==> src/rtl/shreg_tx_pkg.sv <==
// Shared types and constants for the shift-register TX scheduler.
// Optional build macro: PARITY_EN (appends an even-parity bit to each frame).
package shreg_tx_pkg;

  localparam int DEF_WIDTH = 8;
  localparam int DEF_NREQ  = 2;

  typedef enum logic [1:0] {
    IDLE  = 2'd0,
    SHIFT = 2'd1,
    PAR   = 2'd2
  } state_t;

  // Ceiling log2, usable in constant expressions.
  function automatic int clog2(input int value);
    int r;
    r = 0;
    while ((1 << r) < value) r++;
    return r;
  endfunction

endpackage

==> src/rtl/shreg_tx_scheduler_rr_arbiter.sv <==
// Round-robin arbiter: searches from (last+1) mod NREQ upward with wrap and
// returns a one-hot grant plus its encoded index. All-zero grant when disabled.
module rr_arbiter
  import shreg_tx_pkg::*;
#(
  parameter int NREQ = DEF_NREQ
) (
  input  logic [NREQ-1:0] req,
  input  logic [1:0]      last,
  input  logic            en,
  output logic [NREQ-1:0] gnt,
  output logic [1:0]      idx
);

  logic found;

  // Pick the first requesting index after the last winner.
  always_comb begin
    // NOTE: every variable gets a default before any branch so no latch is inferred.
    found = 1'b0;
    idx   = '0;
    gnt   = '0;
    for (int k = 1; k <= NREQ; k++) begin
      for (int i = 0; i < NREQ; i++) begin
        if (en && !found && req[i] && (i == (int'(last) + k) % NREQ)) begin
          found = 1'b1;
          idx   = i[1:0];
        end
      end
    end
    for (int i = 0; i < NREQ; i++) begin
      gnt[i] = found && (idx == i[1:0]);
    end
  end

endmodule

==> src/rtl/shreg_tx_scheduler.sv <==
// Fair, handshaked serializer: a round-robin arbiter loads one producer's byte
// into a shared left-shifting register, which is sent MSB-first on sdo.
// Optional build macro: PARITY_EN (adds a trailing even-parity bit per frame).
module shreg_tx_scheduler
  import shreg_tx_pkg::*;
#(
  parameter int WIDTH = DEF_WIDTH,
  parameter int NREQ  = DEF_NREQ
) (
  input  logic                  clk,
  input  logic                  rst_n,
  input  logic                  shift_en,
  input  logic [NREQ-1:0]       req_valid,
  input  logic [NREQ*WIDTH-1:0] req_data,
  output logic [NREQ-1:0]       req_ready,
  output logic                  sdo,
  output logic                  sdo_valid,
  output logic                  frame_start,
  output logic                  frame_end,
  output logic                  busy,
  output logic [1:0]            grant_id,
  output logic [WIDTH-1:0]      shreg
);

  localparam int            CW       = clog2(WIDTH + 1);
  localparam logic [CW-1:0] CNT_LAST = CW'(WIDTH - 1);

  state_t           state_q, state_d;
  logic [CW-1:0]    cnt_q, cnt_d;
  logic [WIDTH-1:0] shreg_q, shreg_d;
  logic [1:0]       last_q, last_d;
  logic [1:0]       grant_q, grant_d;
`ifdef PARITY_EN
  logic             par_q, par_d;
`endif

  logic             arb_en;
  logic [NREQ-1:0]  arb_gnt;
  logic [1:0]       arb_idx;
  logic [WIDTH-1:0] win_data;

  // Arbitration only happens in IDLE and only while the pipe is advancing.
  assign arb_en = shift_en && (state_q == IDLE);

  rr_arbiter #(.NREQ(NREQ)) u_arb (
    .req  (req_valid),
    .last (last_q),
    .en   (arb_en),
    .gnt  (arb_gnt),
    .idx  (arb_idx)
  );

  assign req_ready = arb_gnt;
  assign grant_id  = grant_q;
  assign shreg     = shreg_q;

  // Select the winning requester's byte.
  always_comb begin
    win_data = '0;
    for (int i = 0; i < NREQ; i++) begin
      if (arb_idx == i[1:0]) win_data = req_data[i*WIDTH +: WIDTH];
    end
  end

  // Next-state, datapath updates and state-derived outputs.
  always_comb begin
    state_d     = state_q;
    cnt_d       = cnt_q;
    shreg_d     = shreg_q;
    last_d      = last_q;
    grant_d     = grant_q;
`ifdef PARITY_EN
    par_d       = par_q;
`endif
    busy        = 1'b0;
    sdo         = 1'b0;
    sdo_valid   = 1'b0;
    frame_start = 1'b0;
    frame_end   = 1'b0;

    case (state_q)
      IDLE: begin
        if (|arb_gnt) begin
          shreg_d = win_data;
          grant_d = arb_idx;
          last_d  = arb_idx;
          cnt_d   = '0;
          state_d = SHIFT;
`ifdef PARITY_EN
          par_d   = ^win_data;
`endif
        end
      end
      SHIFT: begin
        busy        = 1'b1;
        sdo         = shreg_q[WIDTH-1];
        sdo_valid   = shift_en;
        frame_start = shift_en && (cnt_q == '0);
`ifndef PARITY_EN
        frame_end   = shift_en && (cnt_q == CNT_LAST);
`endif
        if (shift_en) begin
          shreg_d = {shreg_q[WIDTH-2:0], 1'b0};
          cnt_d   = cnt_q + 1'b1;
          if (cnt_q == CNT_LAST) begin
`ifdef PARITY_EN
            state_d = PAR;
`else
            state_d = IDLE;
            cnt_d   = '0;
`endif
          end
        end
      end
`ifdef PARITY_EN
      PAR: begin
        busy      = 1'b1;
        sdo       = par_q;
        sdo_valid = shift_en;
        frame_end = shift_en;
        if (shift_en) begin
          state_d = IDLE;
          cnt_d   = '0;
        end
      end
`endif
      default: state_d = IDLE;
    endcase
  end

  // State registers; reset abandons any frame and restores requester-0 priority.
  always_ff @(posedge clk or negedge rst_n) begin
    if (!rst_n) begin
      // NOTE: sequential state uses non-blocking assignments so all flops update together.
      state_q <= IDLE;
      cnt_q   <= '0;
      shreg_q <= '0;
      last_q  <= 2'(NREQ - 1);
      grant_q <= '0;
`ifdef PARITY_EN
      par_q   <= 1'b0;
`endif
    end else begin
      state_q <= state_d;
      cnt_q   <= cnt_d;
      shreg_q <= shreg_d;
      last_q  <= last_d;
      grant_q <= grant_d;
`ifdef PARITY_EN
      par_q   <= par_d;
`endif
    end
  end

endmodule

==> config.mk <==
export PLATFORM = sky130hd
export DESIGN_NAME = shreg_tx_scheduler
export DESIGN_NICKNAME = d
export VERILOG_FILES = /design/src/rtl/shreg_tx_pkg.sv /design/src/rtl/shreg_tx_scheduler_rr_arbiter.sv /design/src/rtl/shreg_tx_scheduler.sv
export SDC_FILE = /design/constraint.sdc
export NUM_CORES = 1
export LEC_CHECK = 0
export BUFFER_PORTS_ARGS = -buffer_cell sky130_fd_sc_hd__buf_2
export CAP_MARGIN = 20
export CORE_MARGIN = 2
export CORE_UTILIZATION = 25
export CTS_CLUSTER_DIAMETER = 60
export DETAILED_ROUTE_END_ITERATION = 8
export HOLD_SLACK_MARGIN = 0.12
export REMOVE_ABC_BUFFERS = 1
export SLEW_MARGIN = 25
export SYNTH_ARGS = -nofsm -noshare
export SYNTH_HDL_FRONTEND = slang
export SYNTH_SLANG_ARGS = --single-unit
==> constraint.sdc <==
create_clock -name clk -period 1.4 [get_ports clk]
set_input_delay 0.28 -clock clk [delete_from_list [all_inputs] [get_ports clk]]
set_output_delay 0.28 -clock clk [all_outputs]
set_load 0.02 [all_outputs]
# [After elaboration in Yosys (flattened, before gate mapping)]
# Index checks and enable logic that the tools add are counted.
[totals] word_cells=72 out_inout_bits=17 reg_bits=16 input_bits=21
[op_classes] mux=25 n_eq_ne=8 bitwise=2 addsub=3 reduce_logical=29
[ops] operator="logical NOT 32 bit" count=2
[ops] operator="2-to-1 mux 8 bit" count=4
[ops] operator="logical AND 1 bit" count=16
[ops] operator="case mux 8 bit (2 select lines)" count=1
[ops] operator="2-to-1 mux 1 bit" count=12
[ops] operator="2-to-1 mux 4 bit" count=3
[ops] operator="case mux 4 bit (2 select lines)" count=1
[ops] operator="2-to-1 mux 2 bit" count=3
[ops] operator="AND reduction 3 bit" count=2
[ops] operator="adder 4 x 1 -> 4 bit (second input constant)" count=1
[ops] operator="equality test 2 bit (first input constant)" count=2
[ops] operator="equality test 4 x 3 -> 1 bit (second input constant)" count=1
[ops] operator="logical NOT 2 bit" count=2
[ops] operator="logical NOT 4 bit" count=1
[ops] operator="inequality test 2 bit (second input constant)" count=2
[ops] operator="case mux 2 bit (2 select lines)" count=1
[ops] operator="logical NOT 1 bit" count=3
[ops] operator="adder 1 bit (second input constant)" count=2
[ops] operator="bitwise AND 1 bit (first input constant)" count=2
[ops] operator="equality test 2 x 1 -> 1 bit (second input constant)" count=1
[ops] operator="inequality test 2 x 1 -> 1 bit (second input constant)" count=1
[ops] operator="AND reduction 2 bit" count=1
[ops] operator="nonzero test 2 bit" count=1
[ops] operator="OR reduction 2 bit" count=1
[ops] operator="equality test 1 bit (second input constant)" count=1

# [Logic depth before layout (Yosys ltp)]
[depth] depth_word=25 ltp_mapped=5

# [Modules after synthesis]
# A second synthesis with hierarchy kept.
[unflattened] hier_cells=93 area_unflattened_um2=1001.0
[modules_own_cells] mod="shreg_tx_scheduler" seq_area_each_um2=401.6 cells_each=85 instances=1 area_each_um2=963.4
[modules_own_cells] mod="rr_arbiter" seq_area_each_um2=0.0 cells_each=8 instances=1 area_each_um2=37.5

# [Worst setup path after synthesis]
# Ideal clock, no wire load.
[synth_timing] kind="register to output" start="register state_q[0]" end="output frame_start" t_arrival_ns=1.424 slack_ns=-0.304 n_path_buf=0 path_stages_with_launch=3 t_required_ns=1.120 path_cell_list="dfrtp_1 -> nand2_2 -> nor4b_1"
[synth_via] elab_chain_cells=2
[synth_rtl] item="from (decl)" line_no="shreg_tx_scheduler.sv:28" text="state_t state_q, state_d;"
[synth_rtl] item="from (signal assigned)" line_no="shreg_tx_scheduler.sv:144" text="state_q <= state_d;"
[synth_rtl] item="equality test 2 x 1 -> 1 bit" line_no="shreg_tx_scheduler.sv:81" text="case (state_q)"
[synth_rtl] item="2-to-1 mux 1 bit" line_no="shreg_tx_scheduler.sv:81"
[synth_rtl] item="to (decl)" line_no="shreg_tx_scheduler.sv:18" text="output logic frame_start,"
# No other way between the ends.

# [Worst setup path after layout]
[layout_timing] start="register state_q[0]" end="output req_ready[0]"
[layout_via] elab_chain_cells=22
[layout_rtl] item="logical NOT 2 bit (*)" line_no="shreg_tx_scheduler.sv:43" text="assign arb_en = shift_en && (state_q == IDLE);"
[layout_rtl] item="logical AND 1 bit (*)" line_no="shreg_tx_scheduler.sv:43"
[layout_rtl] item="logical AND 1 bit (2 in series)" line_no="shreg_tx_scheduler_rr_arbiter.sv:25" text="if (en && !found && req[i] && (i == (int'(last) + k) % NREQ)) begin"
[layout_rtl] item="2-to-1 mux 1 bit" line_no="shreg_tx_scheduler_rr_arbiter.sv:25"
[layout_rtl] item="logical NOT 1 bit" line_no="shreg_tx_scheduler_rr_arbiter.sv:25"
[layout_rtl] item="logical AND 1 bit (3 in series)" line_no="shreg_tx_scheduler_rr_arbiter.sv:25"
[layout_rtl] item="2-to-1 mux 1 bit" line_no="shreg_tx_scheduler_rr_arbiter.sv:25"
[layout_rtl] item="logical NOT 1 bit" line_no="shreg_tx_scheduler_rr_arbiter.sv:25"
[layout_rtl] item="logical AND 1 bit (3 in series)" line_no="shreg_tx_scheduler_rr_arbiter.sv:25"
[layout_rtl] item="2-to-1 mux 1 bit" line_no="shreg_tx_scheduler_rr_arbiter.sv:25"
[layout_rtl] item="logical NOT 1 bit" line_no="shreg_tx_scheduler_rr_arbiter.sv:25"
[layout_rtl] item="logical AND 1 bit (3 in series)" line_no="shreg_tx_scheduler_rr_arbiter.sv:25"
[layout_rtl] item="2-to-1 mux 1 bit" line_no="shreg_tx_scheduler_rr_arbiter.sv:25"
[layout_rtl] item="logical NOT 2 bit" line_no="shreg_tx_scheduler_rr_arbiter.sv:32" text="gnt[i] = found && (idx == i[1:0]);"
[layout_rtl] item="logical AND 1 bit (*)" line_no="shreg_tx_scheduler_rr_arbiter.sv:32"
[layout_rtl] item="to (decl)" line_no="shreg_tx_scheduler.sv:15" text="output logic [NREQ-1:0] req_ready,"
# Every way passes the cells marked *; elsewhere a longest branch is shown, timed or not.

==> out/metrics.csv <==
metric;value;unit
Layout Nets;154;
H-tree Lvls;1;
final worst path period share;112;%
chip height;61.8;um
crit path cell chain;and2b_4, nand2_4, a21oi_2, buf_4;
CP endpoint kind;output port;
Max Cap Viol;0;
RSZ-0062 raised after global routing;yes;
Skew-Pair Late Insertion Delay;0.28;ns
top cell type's share of synthesized area;41.9;%
worst-path maximum fanout;4;
Synth Area in Simple Gates;16.2;%
failing checks;setup timing;
largest net degree at the start of global routing;16;
slowest CP cell;dfrtp_1;
kind of start point of the critical path;register;
Final min period;1.56;ns
P_int;1.16;mW
Std-Cell Core Area;3130;um^2
Pwr Density;1670;nW/um^2
ANT nets after route;0;
clk buf depth;2;
largest family of logic cells by synthesized area;compound AO/OA/AOI/OAI gates;
most frequent cells in the layout;buf_2 (31), dfrtp_1 (14), buf_4 (13);
CTS tree;built;
Wirelength per Cell;12.4;um
Routed WL;2.16;mm
final slew viol count;0;
Area contributors post-synth;dfrtp_1 (42%), mux2i_1 (8.4%), a22oi_1 (6.3%);
Distinct cells, synth;33;
I/O Buffers;36;
outcome;finished with violations;
Syn Area/Cell;10.1;um^2
Remaining DRCs;0;
Clk pin slew, worst setup/hold paths;0.08;ns
vias per cell;4.63;
# IOs;38;
combinational share of power;48.6;%
sequential area share after synthesis;45.1;%
Hold Path Class;in2reg;
post-synthesis xor/xnor area fraction;0;%
GRT Util Overall;11.8;%
area delta synth->final;42.7;%
die footprint;3820;um^2
post-synthesis mux area share;8.38;%
Mapped Cells;83;
crit path setup slack, layout;-0.164;ns
synthesized flop and latch total;15;
CTS Root Cell;clkbuf_4;
final hold violations;0;
first-pass GRT wire length;3.33;mm
vias post-DR;806;
Hold WS;0.221;ns
Initial DRC Count;50;
vias in the first global route;727;
cell taking the most area after synthesis;dfrtp_1;
Final GP Congestion;0.857;
Peak VDD IR;288;uV
Clock Power Share;12.4;%
Leak;0.622;nW
Net Sw Frac;41.6;%
grt ovf;0;
net switching power figure;0.830;mW
initial antenna violation count;0;
worst path required time;1.12;ns
post-synthesis adder-cell area fraction;2.99;%
layout cells sized above 1;49.2;%
crit path kind;reg2out;
Post-Place Setup Slack;0.0504;ns
TritonRoute pass-1 iters;4;
crit-path max cell delay;0.42;ns
Power, Total;1.99;mW
Placed Cells;162;
crit path DAT;1.28;ns
skew final;0.00712;ns
n_diodes;0;
most common cell after layout, fill and taps aside;buf_2;
# clock sinks;15;
Reg power frac;39.0;%
die width;61.8;um
CTS Buf Count;3;
Synth Area in Compound Gates;20.7;%
Starting Density;26.7;%
fmax;639;MHz
row cnt;20;
warnings from Yosys;0;
synthesized area;836;um^2
final count of negative-setup-slack endpoints;5;
fin cells;174;
FILL cells;346;
post-detail-place hpwl;1.55;mm
worst max-delay path, delay by kind of cell (launching register included):
family / cells / cell delay, ns
AND/OR/NAND/NOR: 2 / 0.34
flip-flops: 1 / 0.42
AO/OA/AOI/OAI: 1 / 0.10
buffers and inverters: 1 / 0.15
routing by layer:
| layer | global-route usage (%) | vias up | wire [um] |
|---|---|---|---|
| li1 | - | 392 | - |
| met5 | 0 | - | 0 |
| met4 | 5.17 | 0 | 17 |
| met2 | 19.4 | 25 | 1130 |
| met1 | 14.8 | 387 | 876 |
| met3 | 2.48 | 2 | 139 |
final timing paths:
kind | slack (ns) | start | cells past startpoint | to
worst min register to register | 0.49 | grant_id[0]$_DFFE_PN0P_ | 2 | grant_id[0]$_DFFE_PN0P_
worst max-delay path | -0.16 | state_q[0]$_DFFE_PN0P_ | 4 | req_ready[0]
max in group asynchronous | 0.66 | rst_n | 2 | last_q[0]$_DFFE_PN1P_
worst min-delay path | 0.22 | req_data[8] | 3 | shreg[0]$_DFFE_PN0P_
min in group asynchronous | 0.43 | rst_n | 2 | cnt_q[3]$_DFFE_PN0P_
worst max register to register | 0.10 | state_q[0]$_DFFE_PN0P_ | 4 | state_q[0]$_DFFE_PN0P_
logic make-up (layout without fill, tap and decap cells):
group / after synthesis / in the layout
AO/OA/AOI/OAI: 26 / 26
adder cells (fa/ha/maj): 2 / 2
buffers and inverters: 9 / 56
flip-flops: 15 / 15
multiplexers: 7 / 7
other: 1 / 1
AND/OR/NAND/NOR: 23 / 23
registers in the layout, indices dropped and copies added, names as in the netlist:
register  cells
state_q       1
cnt_q         4
shreg         8
last_q        1
grant_id      1
through the flow:
step | util (%) | setup TNS (ns) | instance area [um^2]
after floorplan | - | -0.433 | 806
after CTS | 37.6 | -0.605 | 1170
final | 38.1 | -0.574 | 1190
after global placement | 33.8 | 0 | 1060
after global routing | 38.1 | -1.11 | 1190
after detailed placement | 33.8 | 0 | 1060
power groups by stage:
stage               clock [mW]  sequential, mW  combinational (mW)
floorplan                    0           0.910               0.403
global route             0.279           0.806                1.08
detailed placement           0           0.788               0.840
global placement             0           0.782               0.833
finish                   0.247           0.776               0.969
CTS                      0.257           0.778               0.957
cell type report:
class	instances	area (um^2)	area share, %
Sequential cell	15	377	31.6
Clock buffer	4	26.3	2.20
Inverter	6	26.3	2.20
Multi-Input combinational cell	59	434	36.4
Tap cell	44	55.1	4.62
Timing Repair Buffer	46	274	23.0
repair_timing:
item                       CTS  global route
setup endpoints to repair    6             6
hold endpoints to repair    14             0
pin swaps                    2             2
buffers inserted             6             1
hold buffers                 1             0
gates resized for setup     12             3
cell usage after synthesis:
library cell and n:
a21bo_1 1, a21oi_1 3, a22o_1 1, a22oi_1 7, a31oi_1 1, and2_1 1
and2b_4 1, buf_4 1, buf_6 2, clkinv_1 1, conb_1 1, dfrtp_1 14
dfstp_2 1, ha_1 2, inv_1 4, inv_2 1, mux2i_1 7, nand2_1 9
nand2_2 2, nand3_1 3, nand3_2 1, nand3_4 1, nand4_1 1, nor2_1 1
nor2b_1 1, nor3_1 1, nor4b_1 1, o21ai_0 1, o21ai_1 8, o21ai_2 1
o22ai_1 1, o31ai_1 1, o31ai_2 1
Note: power is estimated with default switching activity, not from simulation.
